==> config.mk <==
export PLATFORM = sky130hd
export DESIGN_NAME = fft_peak_detect
export DESIGN_NICKNAME = d
export VERILOG_FILES = /design/src/rtl/fft_peak_detect_pkg.sv /design/src/rtl/fft_bin_mag.sv /design/src/rtl/fft_peak_detect.sv
export SDC_FILE = /design/constraint.sdc
export NUM_CORES = 2
export LEC_CHECK = 0
export ABC_AREA = 1
export CELL_PAD_IN_SITES_DETAIL_PLACEMENT = 0
export CELL_PAD_IN_SITES_GLOBAL_PLACEMENT = 1
export CORE_MARGIN = 2
export CORE_UTILIZATION = 30
export DETAILED_ROUTE_END_ITERATION = 7
export GPL_ROUTABILITY_DRIVEN = 0
export GPL_TIMING_DRIVEN = 0
export PLACE_DENSITY = 0.58
export SLEW_MARGIN = 30
export SYNTH_ARGS = -nofsm -noshare
export SYNTH_HDL_FRONTEND = slang
export SYNTH_HIERARCHICAL = 1
export SYNTH_SLANG_ARGS = --single-unit
==> constraint.sdc <==
create_clock -name clk -period 53.3 [get_ports clk]
set_clock_uncertainty 0.1 [all_clocks]
set_input_delay 15.99 -clock clk [delete_from_list [all_inputs] [get_ports clk]]
set_output_delay 15.99 -clock clk [all_outputs]
set_load 0.05 [all_outputs]
==> src/rtl/fft_peak_detect_pkg.sv <==
// fft_peak_detect_pkg
//  Shared constants and types for the FFT peak detector.
//  DW     width of one signed real/imag component
//  N_BINS number of spectrum bins per frame
//  IDX_W  width of the bin index
//  MAG_W  width of an unsigned squared magnitude (re^2 + im^2 always fits)
package fft_peak_detect_pkg;

    localparam int DW     = 16;
    localparam int N_BINS = 16;
    localparam int IDX_W  = 4;
    localparam int MAG_W  = 2 * DW;

    typedef logic [2*DW-1:0] bin_t;

    typedef enum logic {
        IDLE = 1'b0,
        SCAN = 1'b1
    } state_t;

endpackage

==> src/rtl/fft_bin_mag.sv <==
// fft_bin_mag
//  Combinational squared magnitude of one complex bin.
//  Ports:
//   bin  in   {re, im}, each DW-bit two's complement
//   mag  out  re^2 + im^2, unsigned, MAG_W bits, exact
module fft_bin_mag
    import fft_peak_detect_pkg::*;
(
    input  logic [2*DW-1:0]  bin,
    output logic [MAG_W-1:0] mag
);

    logic signed [DW-1:0]    re;
    logic signed [DW-1:0]    im;
    logic signed [MAG_W-1:0] re_x;
    logic signed [MAG_W-1:0] im_x;
    logic signed [MAG_W-1:0] re_sq;
    logic signed [MAG_W-1:0] im_sq;

    assign re = bin[2*DW-1:DW];
    assign im = bin[DW-1:0];

    // Sign-extend before multiplying so the full-width product is exact;
    // (-2^(DW-1))^2 = 2^(2DW-2) still fits as a positive signed value.
    assign re_x  = MAG_W'(re);
    assign im_x  = MAG_W'(im);
    assign re_sq = re_x * re_x;
    assign im_sq = im_x * im_x;

    // Each square is at most 2^(2DW-2), so the unsigned sum never wraps.
    assign mag = $unsigned(re_sq) + $unsigned(im_sq);

endmodule

==> src/rtl/fft_peak_detect.sv <==
// fft_peak_detect
//  Scans a 16-bin complex spectrum one bin per cycle and reports the bin
//  with the largest squared magnitude (lowest index wins on ties).
//  Ports:
//   clk          in   clock, rising edge
//   rst          in   asynchronous reset, active-high
//   fft_valid    in   one-cycle strobe, fft_d0..fft_d15 valid this cycle
//   fft_d0..15   in   bin k as {re, im}, two's complement
//   done         out  one-cycle pulse, freq/peak_mag valid and held after
//   freq         out  index of the strongest bin
//   peak_mag     out  squared magnitude of that bin
//   ovf          out  one-cycle pulse, a queued frame was overwritten
//
//  state | meaning
//  IDLE  | no frame in the work buffer, waiting for fft_valid
//  SCAN  | idx walks the work buffer; a frame arriving early goes to pending
module fft_peak_detect
    import fft_peak_detect_pkg::*;
(
    input  logic             clk,
    input  logic             rst,
    input  logic             fft_valid,
    input  logic [2*DW-1:0]  fft_d0,
    input  logic [2*DW-1:0]  fft_d1,
    input  logic [2*DW-1:0]  fft_d2,
    input  logic [2*DW-1:0]  fft_d3,
    input  logic [2*DW-1:0]  fft_d4,
    input  logic [2*DW-1:0]  fft_d5,
    input  logic [2*DW-1:0]  fft_d6,
    input  logic [2*DW-1:0]  fft_d7,
    input  logic [2*DW-1:0]  fft_d8,
    input  logic [2*DW-1:0]  fft_d9,
    input  logic [2*DW-1:0]  fft_d10,
    input  logic [2*DW-1:0]  fft_d11,
    input  logic [2*DW-1:0]  fft_d12,
    input  logic [2*DW-1:0]  fft_d13,
    input  logic [2*DW-1:0]  fft_d14,
    input  logic [2*DW-1:0]  fft_d15,
    output logic             done,
    output logic [IDX_W-1:0] freq,
    output logic [MAG_W-1:0] peak_mag,
    output logic             ovf
);

    localparam logic [IDX_W-1:0] LAST_IDX = IDX_W'(N_BINS - 1);

    bin_t fft_d   [N_BINS];
    bin_t work    [N_BINS];
    bin_t pending [N_BINS];

    logic             pend_full;
    state_t           state;
    logic [IDX_W-1:0] idx;

    logic [MAG_W-1:0] mag_w;
    logic             s1_valid;
    logic [IDX_W-1:0] s1_idx;
    logic [MAG_W-1:0] mag_r;

    logic [MAG_W-1:0] best_mag;
    logic [IDX_W-1:0] best_idx;
    logic             s2_last;

    assign fft_d[0]  = fft_d0;
    assign fft_d[1]  = fft_d1;
    assign fft_d[2]  = fft_d2;
    assign fft_d[3]  = fft_d3;
    assign fft_d[4]  = fft_d4;
    assign fft_d[5]  = fft_d5;
    assign fft_d[6]  = fft_d6;
    assign fft_d[7]  = fft_d7;
    assign fft_d[8]  = fft_d8;
    assign fft_d[9]  = fft_d9;
    assign fft_d[10] = fft_d10;
    assign fft_d[11] = fft_d11;
    assign fft_d[12] = fft_d12;
    assign fft_d[13] = fft_d13;
    assign fft_d[14] = fft_d14;
    assign fft_d[15] = fft_d15;

    // Frame control: work/pending buffers, scan index and overwrite flag.
    always_ff @(posedge clk or posedge rst) begin
        if (rst) begin
            state     <= IDLE;
            idx       <= '0;
            pend_full <= 1'b0;
            ovf       <= 1'b0;
            for (int i = 0; i < N_BINS; i++) begin
                work[i]    <= '0;
                pending[i] <= '0;
            end
        end else begin
            ovf <= 1'b0;
            case (state)
                IDLE: begin
                    if (fft_valid) begin
                        work  <= fft_d;
                        idx   <= '0;
                        state <= SCAN;
                    end
                end
                SCAN: begin
                    if (idx == LAST_IDX) begin
                        // Live input wins; a queued frame waits one more scan.
                        if (fft_valid) begin
                            work <= fft_d;
                            idx  <= '0;
                        end else if (pend_full) begin
                            work      <= pending;
                            pend_full <= 1'b0;
                            idx       <= '0;
                        end else begin
                            idx   <= '0;
                            state <= IDLE;
                        end
                    end else begin
                        idx <= idx + IDX_W'(1);
                        if (fft_valid) begin
                            pending   <= fft_d;
                            pend_full <= 1'b1;
                            ovf       <= pend_full;
                        end
                    end
                end
                default: state <= IDLE;
            endcase
        end
    end

    fft_bin_mag u_bin_mag (
        .bin (work[idx]),
        .mag (mag_w)
    );

    // Stage 1: squared magnitude of the current bin, tagged with its index.
    always_ff @(posedge clk or posedge rst) begin
        if (rst) begin
            s1_valid <= 1'b0;
            s1_idx   <= '0;
            mag_r    <= '0;
        end else begin
            s1_valid <= (state == SCAN);
            s1_idx   <= idx;
            mag_r    <= mag_w;
        end
    end

    // Stage 2: running maximum. Bin 0 restarts the search so frames can
    // follow each other with no gap; strict compare keeps the lowest index.
    always_ff @(posedge clk or posedge rst) begin
        if (rst) begin
            best_mag <= '0;
            best_idx <= '0;
            s2_last  <= 1'b0;
        end else begin
            s2_last <= s1_valid && (s1_idx == LAST_IDX);
            if (s1_valid) begin
                if (s1_idx == '0) begin
                    best_mag <= mag_r;
                    best_idx <= '0;
                end else if (mag_r > best_mag) begin
                    best_mag <= mag_r;
                    best_idx <= s1_idx;
                end
            end
        end
    end

    // Stage 3: publish the result once bin 15 has been compared.
    always_ff @(posedge clk or posedge rst) begin
        if (rst) begin
            done     <= 1'b0;
            freq     <= '0;
            peak_mag <= '0;
        end else begin
            done <= s2_last;
            if (s2_last) begin
                freq     <= best_idx;
                peak_mag <= best_mag;
            end
        end
    end

endmodule

**Yosys cells after proc, flatten, opt, wreduce, memory -nomap -nowiden**

Cells that the tools add are included.

- Bits in registers: 1142
- Output and inout bits: 38
- Input bits: 515

- Add/subtract/negate cells: 2
- Equal/unequal tests: 5
- Bitwise gates (word level): 3
- Reductions and logical operators: 8
- Magnitude comparators: 2
- Multipliers: 2
- Multiplexer cells: 25

Operators with widths:

| cell | count |
|---|---|
| 512-bit 2-to-1 mux | 4 |
| 512-bit one-hot mux with 2 select lines | 1 |
| 32-bit binary-select mux with 4-bit select | 1 |
| 32-bit 2-to-1 mux | 4 |
| 16-bit by 16-bit multiplier with 32-bit output | 2 |
| 32-bit adder | 1 |
| 32-bit > comparator | 1 |
| 4-bit 2-to-1 mux | 4 |
| 1-bit 2-to-1 mux | 9 |
| 4-bit == test, second input constant | 2 |
| 4-bit one-hot mux with 2 select lines | 1 |
| 3-bit AND reduction | 2 |
| 5-bit >= comparator, second input constant | 1 |
| 4-bit inverter with 5-bit output | 1 |
| 4-bit by 1-bit adder with 4-bit output, second input constant | 1 |
| 4-bit logical NOT | 1 |
| 2-bit AND reduction | 2 |
| 2-bit nonzero test | 2 |
| 3-bit inequality test, second input constant | 1 |
| 2-bit by 1-bit inequality test with 1-bit output, second input constant | 1 |
| 2-bit inequality test, second input constant | 1 |
| 1-bit inverter | 2 |
| 1-bit one-hot mux with 2 select lines | 1 |
| 1-bit logical AND | 1 |

**Logic depth before layout (Yosys ltp)**

- Word-level depth: 6
- Mapped depth: 40

**By module**

Netlist, hierarchy kept.

By module, submodules not included:

| module | area an instance (µm²) | cells an instance | sequential area each (µm²) | instances |
|---|---|---|---|---|
| fft_peak_detect | 51544.4 | 5657 | 28577.4 | 1 |
| fft_bin_mag | 18307.6 | 2122 | 0.0 | 1 |

**Worst setup path before layout**

OpenSTA, ideal clock, no wires.

- Kind: input-to-reg
- Start point: in fft_valid
- End point: reg work[198] (netlist name)
- Data arrival time: 16981 ps
- Path slack: 36088 ps
- Cell stages on the path: 7
- Cells stage by stage: nor2_1 > buf_2 > buf_2 > clkbuf_1 > nand2_1 > o211ai_1 > o21ai_0

- Cells in the longest elaborated chain, start to end: 3
- Elaborated cells between the ends (all ways): 6
- Those cells by class: 2 x eq/ne; 3 x mux; 1 x reduce/logical

RTL lines:

| what | RTL line | text |
|---|---|---|
| from (decl) | fft_peak_detect.sv:22 | `input logic fft_valid,` |
| 512-bit 2-to-1 mux | fft_peak_detect.sv:105 | `if (fft_valid) begin` |
| 512-bit 2-to-1 mux | fft_peak_detect.sv:103 | `if (idx == LAST_IDX) begin` |
| 512-bit one-hot mux with 2 select lines | fft_peak_detect.sv:94 | `case (state)` |
| to (signal assigned) | fft_peak_detect.sv:97 | `work <= fft_d;` |
| to (signal assigned) | fft_peak_detect.sv:106 | `work <= fft_d;` |
| to (signal assigned) | fft_peak_detect.sv:109 | `work <= pending;` |
| to (decl) | fft_peak_detect.sv:48 | `bin_t work [N_BINS];` |

Several ways; a longest one is shown, not always the timed one. The select of a mux whose other input is x is not followed.
A chain may end at the register's enable or synchronous reset.

**Worst setup path in the final report**

- Start point: reg ovf
- End point: out ovf

RTL lines:

| what | RTL line | text |
|---|---|---|
| from (decl) | fft_peak_detect.sv:42 | `output logic ovf` |
| from (signal assigned) | fft_peak_detect.sv:121 | `ovf <= pend_full;` |

No word-level cell between the ends.

==> out/results.txt <==
Status -> complete, no violations
Tcrit/Tclk final -> 34.3%
Vias per cell -> 4.97
Die area -> 237,000 sq um
R2R setup slack -> 41.63 ns
Final setup TNS -> 0 ns
Worst Path Class, Setup -> flip-flop to output port
Worst Setup End Kind -> output port
Initial antenna violation count -> 82
Pre-CTS WS -> 34.38 ns
Yosys top cell by area -> dfrtp_1
Critical-path top delay cell -> clkdlybuf4s50_1
Detailed Route Iter0 Violations -> 5,435
GRT overflow -> 0
Area Growth Syn to Fin -> 20.7%
RSZ-0062 raised after global routing -> false
Minimum clock period -> 18.30 ns
WL final -> 308 mm
Global-route wire length before repair -> 435 mm
Filler cell count -> 24,000
Reg-to-Reg End -> mag_r[31]
CTS tree -> done
Yosys warning total -> 6
CP Depth -> 1
Wl on met1 -> 132 mm
Initial Utilization -> 30.1%
Syn Area/Cell -> 8.98 sq um
Yosys reg bits -> 1,142
Routed len/inst -> 26.4 um
H-tree Lvls -> 4
Core Footprint -> 232,000 sq um
Maximum clock rate -> 54.6 MHz
Data arrival time of the worst path -> 2.21 ns
End of the critical path -> ovf
Post-DRT Antenna Nets -> 0
Row Count -> 177
Layout cells sized above 1 -> 8.89%
Critical Path, Cell by Cell -> clkdlybuf4s50_1
Post-DP HPWL -> 251 mm
Post-synthesis cell type count -> 47
CTS sink count -> 1,142
Die H -> 487 um
Yosys top cell area share -> 40.9%
Routed length on met3 -> 23.3 mm
Commonest register cell after synthesis -> dfrtp_1
Clk root buf -> clkbuf_16
CP Max Fanout -> 1
First-pass detailed-route iteration total -> 8
Slew Limit Fails -> 0
PostCTS Resize Cnt -> 0
CP bufs+invs -> 1
Top delay family on crit path -> buffers and inverters
Worst slew pin tran -> 1.13 ns
Worst Setup Start Kind -> flip-flop
Maxcap violations -> 0
Max clock buf depth -> 3
Post-CTS Setup Bufs -> 0
Worst hold path type -> flip-flop to flip-flop
Layout net count -> 9,706
R2R Path Start -> idx[0]
Worst skew pair latency -> 0.84 ns
IO buf count -> 552
Async SR Flop Fraction -> 100%
Num ports -> 553
Final WS setup -> 35.00 ns
Reg2reg path depth -> 32
CTS Buf Count -> 139
Vias in the first global route -> 58,100
Pin count of the biggest net entering global routing -> 90
CTS clk-pin slew, worst paths -> 0.06 ns
Required time worst endpoint -> 37.21 ns
Vias -> 58,000
Highest routed layer -> met5
Metal2 WL -> 135 mm
Post-CTS Hold Buffers -> 0
# setup viols final -> 0
DRC Markers -> 0
Die W -> 487 um
Syn nets -> 8,996
Worst setup path startpoint -> ovf
Number of flops mapped to enable cells by yosys -> 0
Synth Instances -> 7,779
Largest stage delay on the critical path -> 0.88 ns
Synth Cell Area -> 69,900 sq um
Sequential share of the synthesized area -> 40.9%
Worst slew margin -> 23.6%
Final hold vios -> 0
GRT Total Usage -> 25.9%
Synth top area cells -> dfrtp_1 (41%), fa_1 (15%), nand2_1 (9.2%), inv_1 (6.7%), mux2_2 (4.8%)
synthesized netlist by cell type (4+ instances only):
cell          n
inv_1      1243
nor2_1      462
xnor2_1      11
a21oi_1     218
buf_2       126
inv_2         8
xor2_1       27
nor3_1       11
o21bai_1      5
o2111ai_1    62
o21ai_0     645
fa_1        522
o21ai_1      42
a31oi_1     296
nor2_2        5
nand2_1    1712
o211ai_1    213
nand2_4       4
or2_2         4
buf_1        37
nand4_1      11
a21o_1        4
ha_1        180
buf_4        57
nand2_2      11
dfrtp_1    1142
mux2_2      300
nand3_1     128
clkbuf_1    261
sequential cells by signal, summed over array words and instances, names as in the netlist, 4 cells and up:
name / cells
s1_idx: 4
pending: 512
idx: 4
freq: 4
best_idx: 4
work: 512
peak_mag: 32
best_mag: 32
mag_r: 32
stage by stage:
stage          cell area, sq um  hold WS (ns)  std cells  utilization, %
2_1_floorplan             69900         0.249       7779               -
3_3_place_gp              79200         0.341      11400            34.1
3_5_place_dp              79600         0.343      11400            34.3
4_1_cts                   84200         0.356      11600            36.3
5_1_grt                   84200         0.394      11700            36.3
6_report                  84300         0.353      11700            36.3
area by class of cell:
cell class / count / area [sq um] / share of cell area [%]
flip-flops and latches: 1142 / 28600 / 33.9
inverters: 1251 / 4700 / 5.58
diodes: 26 / 65.1 / 0.0772
clock inverters: 41 / 646 / 0.766
repair buffers: 569 / 5960 / 7.07
plain buffers: 483 / 2210 / 2.62
multi-input cells: 4903 / 34400 / 40.8
well taps: 3043 / 3810 / 4.52
clock buffers: 204 / 3920 / 4.65
metal layers:
layer	GRT usage, %	vias up
li1	-	26100
met1	34.3	29100
met2	39.3	2138
met3	6.55	562
met4	13.0	56
met5	0	-
layout by cell type, fill, tap and decap left out, types with 58 or more instances in the layout:
cell type        count
clkbuf_1           300
ha_1               180
a31oi_1            296
o21ai_0            627
buf_4               58
fa_1               522
nand3_1            128
mux2_2             300
o2111ai_1           62
nand2_1           1712
a21oi_1            218
buf_2              126
inv_1             1242
dfrtp_1           1142
clkdlybuf4s50_1    552
nor2_1             461
o21ai_1             59
o211ai_1           213
clkbuf_16          139
worst min-delay path by stage:
| stage | from | to | slack, ns | cells past startpoint |
|---|---|---|---|---|
| after floorplan | idx[2] | s1_idx[2] | 0.25 | 0 |
| after global placement | s2_last | done | 0.34 | 0 |
| after detailed placement | s2_last | done | 0.34 | 0 |
| after CTS | s2_last | done | 0.36 | 0 |
| after global routing | s2_last | done | 0.39 | 0 |
| final | s2_last | done | 0.35 | 0 |
cell families (layout without fill, tap and decap cells):
family / count (synthesis) / after routing / share of synthesized area, %
AOI/OAI and AO/OA: 1501 / 1501 / 12.5
xor gates and xnor gates: 38 / 38 / 0.476
adders and majority gates: 702 / 702 / 18.2
buffers and inverters: 1734 / 2548 / 9.87
DFF: 1142 / 1142 / 40.9
muxes: 300 / 300 / 4.84
other: 0 / 26 / 0
and+or+nand+nor: 2362 / 2362 / 13.2
Power is not shown: default switching activity piles up to over one toggle a cycle in this logic, so the estimate is an artifact.
